==> config.mk <==
export PLATFORM = sky130hd
export DESIGN_NAME = alu_control_unit_flat
export DESIGN_NICKNAME = d
export VERILOG_FILES = /design/src/rtl/alu_control_unit_if.sv /design/src/rtl/alu_control_unit.sv /design/src/flat_wrapper.sv
export SDC_FILE = /design/constraint.sdc
export NUM_CORES = 1
export LEC_CHECK = 0
export CELL_PAD_IN_SITES_DETAIL_PLACEMENT = 1
export CELL_PAD_IN_SITES_GLOBAL_PLACEMENT = 2
export CORE_AREA = 2 2 124 186
export CTS_CLUSTER_SIZE = 40
export DETAILED_ROUTE_END_ITERATION = 6
export DIE_AREA = 0 0 126 188
export HOLD_SLACK_MARGIN = 0.06
export PLACE_DENSITY_LB_ADDON = 0.25
export SETUP_SLACK_MARGIN = 0.2
export SLEW_MARGIN = 20
export SYNTH_ARGS = -nofsm -noshare
export SYNTH_HDL_FRONTEND = slang
export SYNTH_SLANG_ARGS = --single-unit
==> constraint.sdc <==
create_clock -name clk -period 4.4 [get_ports clk]
set_input_delay 0.44 -clock clk [delete_from_list [all_inputs] [get_ports clk]]
set_output_delay 0.44 -clock clk [all_outputs]
set_load 0.05 [all_outputs]
==> src/rtl/alu_control_unit_if.sv <==
// Memory handshake bundle shared by the sequencer (master) and memory (slave).
// mem_req/mem_we/mem_addr/mem_wdata : request side, driven by the sequencer
// mem_rdata/mem_ready               : response side, driven by memory
interface alu_control_unit_if;
  localparam int unsigned AW = 16;
  localparam int unsigned DW = 16;

  logic          mem_req;
  logic          mem_we;
  logic [AW-1:0] mem_addr;
  logic [DW-1:0] mem_wdata;
  logic [DW-1:0] mem_rdata;
  logic          mem_ready;

  modport master (
    output mem_req, mem_we, mem_addr, mem_wdata,
    input  mem_rdata, mem_ready
  );

  modport slave (
    input  mem_req, mem_we, mem_addr, mem_wdata,
    output mem_rdata, mem_ready
  );
endinterface

==> src/rtl/alu_control_unit.sv <==
// Multi-cycle fetch/decode/execute sequencer in front of a 16-bit registered ALU.
// Owns PC, IR and the {C,N,V,Z} flag register.
// clk, rst          : clock, synchronous active-high reset
// mem               : instruction/data memory handshake (master side)
// rf_raddr*/rdata*  : register-file read ports (combinational data)
// rf_we/waddr/wdata : register-file write port, one-cycle strobe
// alu_*             : ALU function/operands/flags out, registered result in
// flags, pc         : architectural state
// instr_done        : one-cycle pulse per retired instruction
module alu_control_unit #(
  parameter logic [15:0] RESET_PC = 16'h0000
) (
  input  logic                      clk,
  input  logic                      rst,
  alu_control_unit_if.master        mem,
  output logic [2:0]                rf_raddr0,
  output logic [2:0]                rf_raddr1,
  input  logic [15:0]               rf_rdata0,
  input  logic [15:0]               rf_rdata1,
  output logic                      rf_we,
  output logic [2:0]                rf_waddr,
  output logic [15:0]               rf_wdata,
  output logic [3:0]                alu_func,
  output logic [15:0]               alu_op0,
  output logic [15:0]               alu_op1,
  output logic                      alu_flag_en,
  output logic [3:0]                alu_flag_in,
  input  logic [15:0]               alu_q,
  input  logic [3:0]                alu_flag_out,
  output logic [3:0]                flags,
  output logic [15:0]               pc,
  output logic                      instr_done
);
  localparam int unsigned DW = 16;

  localparam logic [3:0] OP_JMP = 4'h0;
  localparam logic [3:0] OP_LD  = 4'h8;
  localparam logic [3:0] OP_ST  = 4'h9;
  localparam logic [3:0] OP_MOV = 4'hA;
  localparam logic [3:0] OP_BEQ = 4'hB;
  localparam logic [3:0] OP_BNE = 4'hC;
  localparam logic [3:0] OP_BLT = 4'hD;
  localparam logic [3:0] OP_BGT = 4'hE;
  localparam logic [3:0] OP_CMP = 4'hF;

  typedef enum logic [2:0] {
    S_FETCH, S_DECODE, S_EXEC, S_CAPTURE, S_MEM, S_WB
  } state_e;

  state_e        state_q, state_d;
  logic [DW-1:0] pc_q, pc_d;
  logic [DW-1:0] ir_q, ir_d;
  logic [3:0]    flags_q, flags_d;
  logic [DW-1:0] op0_q, op0_d;
  logic [DW-1:0] op1_q, op1_d;
  logic [DW-1:0] st_data_q, st_data_d;
  logic [DW-1:0] result_q, result_d;
  logic [DW-1:0] ld_data_q, ld_data_d;

  // Instruction field decode
  logic [3:0]    op;
  logic [2:0]    rd, rs, rs2;
  logic          imm_sel;
  logic [DW-1:0] imm_sx;
  logic          is_st, is_mem, flag_op, rf_wr_op, br_taken;

  assign op       = ir_q[15:12];
  assign rd       = ir_q[11:9];
  assign rs       = ir_q[8:6];
  assign imm_sel  = ir_q[5];
  assign rs2      = ir_q[2:0];
  assign imm_sx   = {{(DW-5){ir_q[4]}}, ir_q[4:0]};
  assign is_st    = (op == OP_ST);
  assign is_mem   = (op == OP_LD) || is_st;
  assign flag_op  = ((op >= 4'h1) && (op <= 4'h7)) || (op == OP_CMP);
  assign rf_wr_op = ((op >= 4'h1) && (op <= 4'h7)) || (op == OP_MOV) || (op == OP_LD);

  // Branch condition on {C,N,V,Z}
  always_comb begin
    br_taken = 1'b0;
    case (op)
      OP_BEQ:  br_taken = flags_q[0];
      OP_BNE:  br_taken = !flags_q[0];
      OP_BLT:  br_taken = flags_q[2] && !flags_q[0];
      OP_BGT:  br_taken = !flags_q[2] && !flags_q[0];
      default: br_taken = 1'b0;
    endcase
  end

  // State and datapath registers
  always_ff @(posedge clk) begin
    if (rst) begin
      state_q   <= S_FETCH;
      pc_q      <= RESET_PC;
      ir_q      <= '0;
      flags_q   <= '0;
      op0_q     <= '0;
      op1_q     <= '0;
      st_data_q <= '0;
      result_q  <= '0;
      ld_data_q <= '0;
    end else begin
      state_q   <= state_d;
      pc_q      <= pc_d;
      ir_q      <= ir_d;
      flags_q   <= flags_d;
      op0_q     <= op0_d;
      op1_q     <= op1_d;
      st_data_q <= st_data_d;
      result_q  <= result_d;
      ld_data_q <= ld_data_d;
    end
  end

  // Next-state, datapath updates and output decode
  always_comb begin
    state_d   = state_q;
    pc_d      = pc_q;
    ir_d      = ir_q;
    flags_d   = flags_q;
    op0_d     = op0_q;
    op1_d     = op1_q;
    st_data_d = st_data_q;
    result_d  = result_q;
    ld_data_d = ld_data_q;

    mem.mem_req   = 1'b0;
    mem.mem_we    = 1'b0;
    mem.mem_addr  = '0;
    mem.mem_wdata = '0;
    rf_raddr0     = '0;
    rf_raddr1     = '0;
    rf_we         = 1'b0;
    rf_waddr      = '0;
    rf_wdata      = '0;
    alu_func      = '0;
    alu_op0       = '0;
    alu_op1       = '0;
    alu_flag_en   = 1'b0;
    alu_flag_in   = '0;
    flags         = '0;
    pc            = '0;
    instr_done    = 1'b0;

    case (state_q)
      S_FETCH: begin
        if (mem.mem_ready) begin
          ir_d    = mem.mem_rdata;
          state_d = S_DECODE;
        end
      end
      S_DECODE: begin
        // Stores always address with the immediate; port 1 carries rd data
        op0_d     = rf_rdata0;
        op1_d     = (imm_sel || is_st) ? imm_sx : rf_rdata1;
        st_data_d = rf_rdata1;
        state_d   = S_EXEC;
      end
      S_EXEC: state_d = S_CAPTURE;
      S_CAPTURE: begin
        result_d = alu_q;
        if (flag_op) flags_d = alu_flag_out;
        state_d = is_mem ? S_MEM : S_WB;
      end
      S_MEM: begin
        if (mem.mem_ready) begin
          if (!is_st) ld_data_d = mem.mem_rdata;
          state_d = S_WB;
        end
      end
      S_WB: begin
        if ((op == OP_JMP) || br_taken) pc_d = result_q;
        else                            pc_d = pc_q + 16'd1;
        state_d = S_FETCH;
      end
      default: state_d = S_FETCH;
    endcase

    // Every output is forced quiet while reset is held
    if (!rst) begin
      flags = flags_q;
      pc    = pc_q;
      case (state_q)
        S_FETCH: begin
          mem.mem_req  = 1'b1;
          mem.mem_addr = pc_q;
        end
        S_DECODE: begin
          rf_raddr0 = rs;
          rf_raddr1 = is_st ? rd : rs2;
        end
        S_EXEC, S_CAPTURE: begin
          alu_func    = op;
          alu_op0     = op0_q;
          alu_op1     = op1_q;
          alu_flag_en = flag_op;
          alu_flag_in = {1'b0, flags_q[2:0]};
        end
        S_MEM: begin
          mem.mem_req   = 1'b1;
          mem.mem_we    = is_st;
          mem.mem_addr  = result_q;
          mem.mem_wdata = is_st ? st_data_q : 16'h0000;
        end
        S_WB: begin
          rf_we      = rf_wr_op;
          rf_waddr   = rf_wr_op ? rd : 3'd0;
          rf_wdata   = !rf_wr_op ? 16'h0000 : ((op == OP_LD) ? ld_data_q : result_q);
          instr_done = 1'b1;
        end
        default: ;
      endcase
    end
  end
endmodule

==> src/flat_wrapper.sv <==
// flat-port wrapper written by rule: the top's interface ports become plain ports
module alu_control_unit_flat 
#(
  parameter logic [15:0] RESET_PC = 16'h0000
)
  (clk, rst, rf_raddr0, rf_raddr1, rf_rdata0, rf_rdata1, rf_we, rf_waddr, rf_wdata, alu_func, alu_op0, alu_op1, alu_flag_en, alu_flag_in, alu_q, alu_flag_out, flags, pc, instr_done, mem_mem_req, mem_mem_we, mem_mem_addr, mem_mem_wdata, mem_mem_rdata, mem_mem_ready);
  alu_control_unit_if mem_i ();
  input  logic clk;
  input  logic rst;
  output logic [2:0] rf_raddr0;
  output logic [2:0] rf_raddr1;
  input  logic [15:0] rf_rdata0;
  input  logic [15:0] rf_rdata1;
  output logic rf_we;
  output logic [2:0] rf_waddr;
  output logic [15:0] rf_wdata;
  output logic [3:0] alu_func;
  output logic [15:0] alu_op0;
  output logic [15:0] alu_op1;
  output logic alu_flag_en;
  output logic [3:0] alu_flag_in;
  input  logic [15:0] alu_q;
  input  logic [3:0] alu_flag_out;
  output logic [3:0] flags;
  output logic [15:0] pc;
  output logic instr_done;
  output wire logic [$bits(mem_i.mem_req)-1:0] mem_mem_req;
  output wire logic [$bits(mem_i.mem_we)-1:0] mem_mem_we;
  output wire logic [$bits(mem_i.mem_addr)-1:0] mem_mem_addr;
  output wire logic [$bits(mem_i.mem_wdata)-1:0] mem_mem_wdata;
  input wire logic [$bits(mem_i.mem_rdata)-1:0] mem_mem_rdata;
  input wire logic [$bits(mem_i.mem_ready)-1:0] mem_mem_ready;
  assign mem_mem_req = mem_i.mem_req;
  assign mem_mem_we = mem_i.mem_we;
  assign mem_mem_addr = mem_i.mem_addr;
  assign mem_mem_wdata = mem_i.mem_wdata;
  assign mem_i.mem_rdata = mem_mem_rdata;
  assign mem_i.mem_ready = mem_mem_ready;
  alu_control_unit #(.RESET_PC(RESET_PC)) u_core (.clk(clk), .rst(rst), .mem(mem_i), .rf_raddr0(rf_raddr0), .rf_raddr1(rf_raddr1), .rf_rdata0(rf_rdata0), .rf_rdata1(rf_rdata1), .rf_we(rf_we), .rf_waddr(rf_waddr), .rf_wdata(rf_wdata), .alu_func(alu_func), .alu_op0(alu_op0), .alu_op1(alu_op1), .alu_flag_en(alu_flag_en), .alu_flag_in(alu_flag_in), .alu_q(alu_q), .alu_flag_out(alu_flag_out), .flags(flags), .pc(pc), .instr_done(instr_done));
endmodule
==> impl_summary.txt <==
----------------------------------------------------
[Synthesis]
  Register area share after synthesis ... 0.4043
  Post-synthesis instance total ... approximately 770
  Syn. warnings ... 0
  EDFF count, synth ... 0
  Cell area after synthesis ... 0.005892 mm²
  Synth area leaders ... sky130_fd_sc_hd__dfxtp_1 (40%), sky130_fd_sc_hd__nand2_1 (11%), sky130_fd_sc_hd__a21oi_1 (8.3%), sky130_fd_sc_hd__mux2i_1 (5.3%), sky130_fd_sc_hd__and3_1 (3.9%)
  Syn Area/Cell ... 7.622 µm²
  Top FF cell, synth ... sky130_fd_sc_hd__dfxtp_1
  Register bit count reported by yosys ... 119
  Unique cell type count in the Yosys netlist ... 62
  Share of flip-flops with an asynchronous set or reset after synthesis ... 0
  Total nets after synthesis ... 845
  Top-area cell type share of the netlist area ... 0.4043
  Post-synth top area cell ... sky130_fd_sc_hd__dfxtp_1

[Timing]
  Max Clock Freq ... 265.9 MHz
  Total Neg Setup Slack ... 0 ns
  Period utilisation layout ... 0.8548
  Slew margin rel. ... 0.3387
  Number of failing hold endpoints at the final stage ... 0
  Slew Limit Fails ... 0
  RSZ-0062 raised after global routing ... no
  Fin crit period ... 3.761 ns
  Worst Slack Setup Final ... 0.6389 ns
  Worst clock skew ... 0.01337 ns
  Total of endpoints with negative setup slack in the final report ... 0
  Slew at the pin closest to its max-slew limit ... just under 1 ns

[Cells and area]
  Final-stage net count ... about 1000
  Area used by multi-input combinational logic ... 0.003196 mm²
  Filler cells ... 2706
  Area growth, synth to finish ... 44.36%
  Layout cells sized above 1 ... 0.09937
  Area of all placed cells without fillers ... about 0.0085 mm²
  Total area of sequential cells ... 0.002382 mm²
  Final Non-Filler Cells ... about 1200
  Final antenna diode count ... 0

[Floorplanning]
  Die width ... 126 µm
  Placement Rows ... 67
  Core box area ... between 0.02 and 0.025 mm²
  IO Pins ... 193
  Initial core utilization ... 0.2662
  Die outline height ... between 150 and 200 µm
  Die Outline Area ... 0.02369 mm²

[Placed design]
  Number of buffer cells added on primary ports ... 191
  DPL Wire Length ... 16.02 mm
  Total placed instance area ... 0.007871 mm²
  Last weighted congestion value of the routability-driven placer ... 0.7610
  Cell count after placement ... between 1000 and 1500
  Placement-stage worst setup slack ... around 0.86 ns

[Worst setup path]
  Sort of element at the end of the critical path ... output pin
  CP Data Required Time ... 3.96 ns
  Worst reg2reg setup slack ... 1.91 ns
  Peak fanout along the critical path ... 17
  Data arrival time of the critical path ... 3.32 ns
  CP startpoint kind ... register
  Critical path class ... register to output pin

[Routing]
  Number of design-rule violations left by the first detailed-router iteration ... 344
  Via-per-instance ratio ... 4.881
  Wire per inst ... 18.42 µm
  DRT Pass-1 Iters ... 5
  Routed vias ... 5964
  Final wirelength ... around 23 mm
  Antenna violation net count after detailed routing ... 0
  DRC ... 0

[Clock tree]
  Clock tree from TritonCTS ... yes
  TritonCTS Sinks ... 119
  Clock Pin Slew Worst Setup and Hold Paths ... ~0.050 ns
  H-tree levels ... 4
  Max Buffers Root-to-Sink ... 2
  Number of buffers created by CTS ... 17
  Clock latency on the worst-skew pair ... 0.42 ns
  Root Driver ... sky130_fd_sc_hd__clkbuf_16

[Power and ir drop]
  Total power draw ... 3994 µW
  Worst vdd ir ... 0.2369 mV
  Total power divided by cell area ... 469.6 mW/mm²
  Leakage ... between 0.003 and 0.004 µW

[GRT]
  Total grt overflow ... 0
  Total Routing Usage GR ... 0.1862
  First-pass GRT wire length ... ~35 mm
  Maximum number of pins on one net before global-route repair ... 64
  Antenna violations before repair ... 0
  Number of global-route vias before repair ... 6037

[Job]
  Count of maximum capacitance violations ... 0

[Status]
  Status ... completed

[Hold path]
  Class of the most critical hold timing path ... input port to register

----------------------------------------------------
## registers in the layout, summed over array words and instances, names as in the netlist
name and cells:
u_core.ir_q 16, u_core.pc_q 16, u_core.ld_data_q 16, u_core.op0_q 16, u_core.op1_q 16, u_core.st_data_q 16, u_core.result_q 16, u_core.flags_q 4
u_core.state_q 3
## metrics by stage
| stage | util | hold WS (ns) |
|---|---|---|
| 6_report | 0.3843 | 0.4265 |
| 5_1_grt | 0.3843 | 0.4501 |
| 4_1_cts | 0.3830 | 0.4160 |
| 3_5_place_dp | 0.3557 | 0.4443 |
| 3_3_place_gp | 0.3557 | 0.4379 |
| 2_1_floorplan | - | 0.4317 |
## cells in the final DEF (no fill, tap or decap), types with 21 or more instances in the layout
| cell | n |
|---|---|
| sky130_fd_sc_hd__a21oi_1 | 98 |
| sky130_fd_sc_hd__nor3_1 | 21 |
| sky130_fd_sc_hd__and2_1 | 27 |
| sky130_fd_sc_hd__nand2_1 | 180 |
| sky130_fd_sc_hd__and3_1 | 37 |
| sky130_fd_sc_hd__dfxtp_1 | 119 |
| sky130_fd_sc_hd__mux2i_1 | 31 |
| sky130_fd_sc_hd__nor2_1 | 53 |
| sky130_fd_sc_hd__buf_4 | 45 |
| sky130_fd_sc_hd__clkdlybuf4s50_1 | 158 |
## per-layer routing
metal	vias up	wire length [µm]	track usage
met5	-	0	0
met4	0	252	0.05156
met3	14	926	0.03738
met2	152	11630	0.3311
met1	2829	9697	0.2264
li1	2969	-	-
## cell families (layout without fill, tap and decap cells)
family,count (synthesis),count (layout),synth area share
multiplexers,32,32,0.05458
AND/OR/NAND/NOR,389,389,0.3158
AO/OA/AOI/OAI,159,159,0.1663
buffers and inverters,71,244,0.05479
XOR/XNOR,1,1,0.001487
adder cells (fa/ha/maj),1,1,0.002123
flip-flops,119,119,0.4043
other,1,1,0.0006365
## final cells by class
cell class	count	share of cell area
clock inverter	11	0.01706
clock buffer	21	0.05413
timing repair buffer	204	0.2289
sequential	119	0.2801
inverter	8	0.003530
tap	276	0.04060
multi-input combinational	583	0.3757
## path summary, 6_finish.rpt
kind	start	to	cells after the start
setup / recovery	u_core.state_q[0]	rf_wdata[12]	6
hold / removal	rst	u_core.state_q[0]	2
setup reg to reg	u_core.state_q[1]	u_core.result_q[2]	4
hold reg to reg	u_core.op0_q[10]	u_core.op0_q[10]	2
## power breakdown
group	leakage (µW)	switching [µW]	internal (µW)
sequential	0.000968	154	1270
clock	0.000302	518	922
combinational	0.00206	734	399
total	0.00333	1410	2590
## what timing repair did
action | 4_1_cts | 5_1_grt
setup endpoints to repair | 0 | 5
gates resized for setup | 0 | 1
buffers inserted | 0 | 0
hold buffers | 0 | 0
## critical path, stage by stage, from the launching register on
cell and delay (ns):
sky130_fd_sc_hd__dfxtp_1 0.54, sky130_fd_sc_hd__and3b_2 0.45, sky130_fd_sc_hd__nand2_1 0.29, sky130_fd_sc_hd__inv_1 0.17
sky130_fd_sc_hd__nand3_2 0.35, sky130_fd_sc_hd__a21oi_1 0.26, sky130_fd_sc_hd__clkdlybuf4s50_1 0.83
## synth_stat cells (4+ instances only)
library cell               number
sky130_fd_sc_hd__inv_1          8
sky130_fd_sc_hd__buf_6          4
sky130_fd_sc_hd__and2_1        27
sky130_fd_sc_hd__dfxtp_1      119
sky130_fd_sc_hd__a211oi_1      13
sky130_fd_sc_hd__buf_1          4
sky130_fd_sc_hd__nor3_1        21
sky130_fd_sc_hd__a31oi_1        6
sky130_fd_sc_hd__buf_2         14
sky130_fd_sc_hd__nand2_1      180
sky130_fd_sc_hd__and3_1        37
sky130_fd_sc_hd__nor2b_1       17
sky130_fd_sc_hd__a21oi_1       98
sky130_fd_sc_hd__o32ai_1        5
sky130_fd_sc_hd__nor2_1        54
sky130_fd_sc_hd__clkbuf_1      38
sky130_fd_sc_hd__a22o_1        16
sky130_fd_sc_hd__mux2i_1       31
sky130_fd_sc_hd__nand3_1       17
No activity file was read; power rests on OpenSTA's default activity.
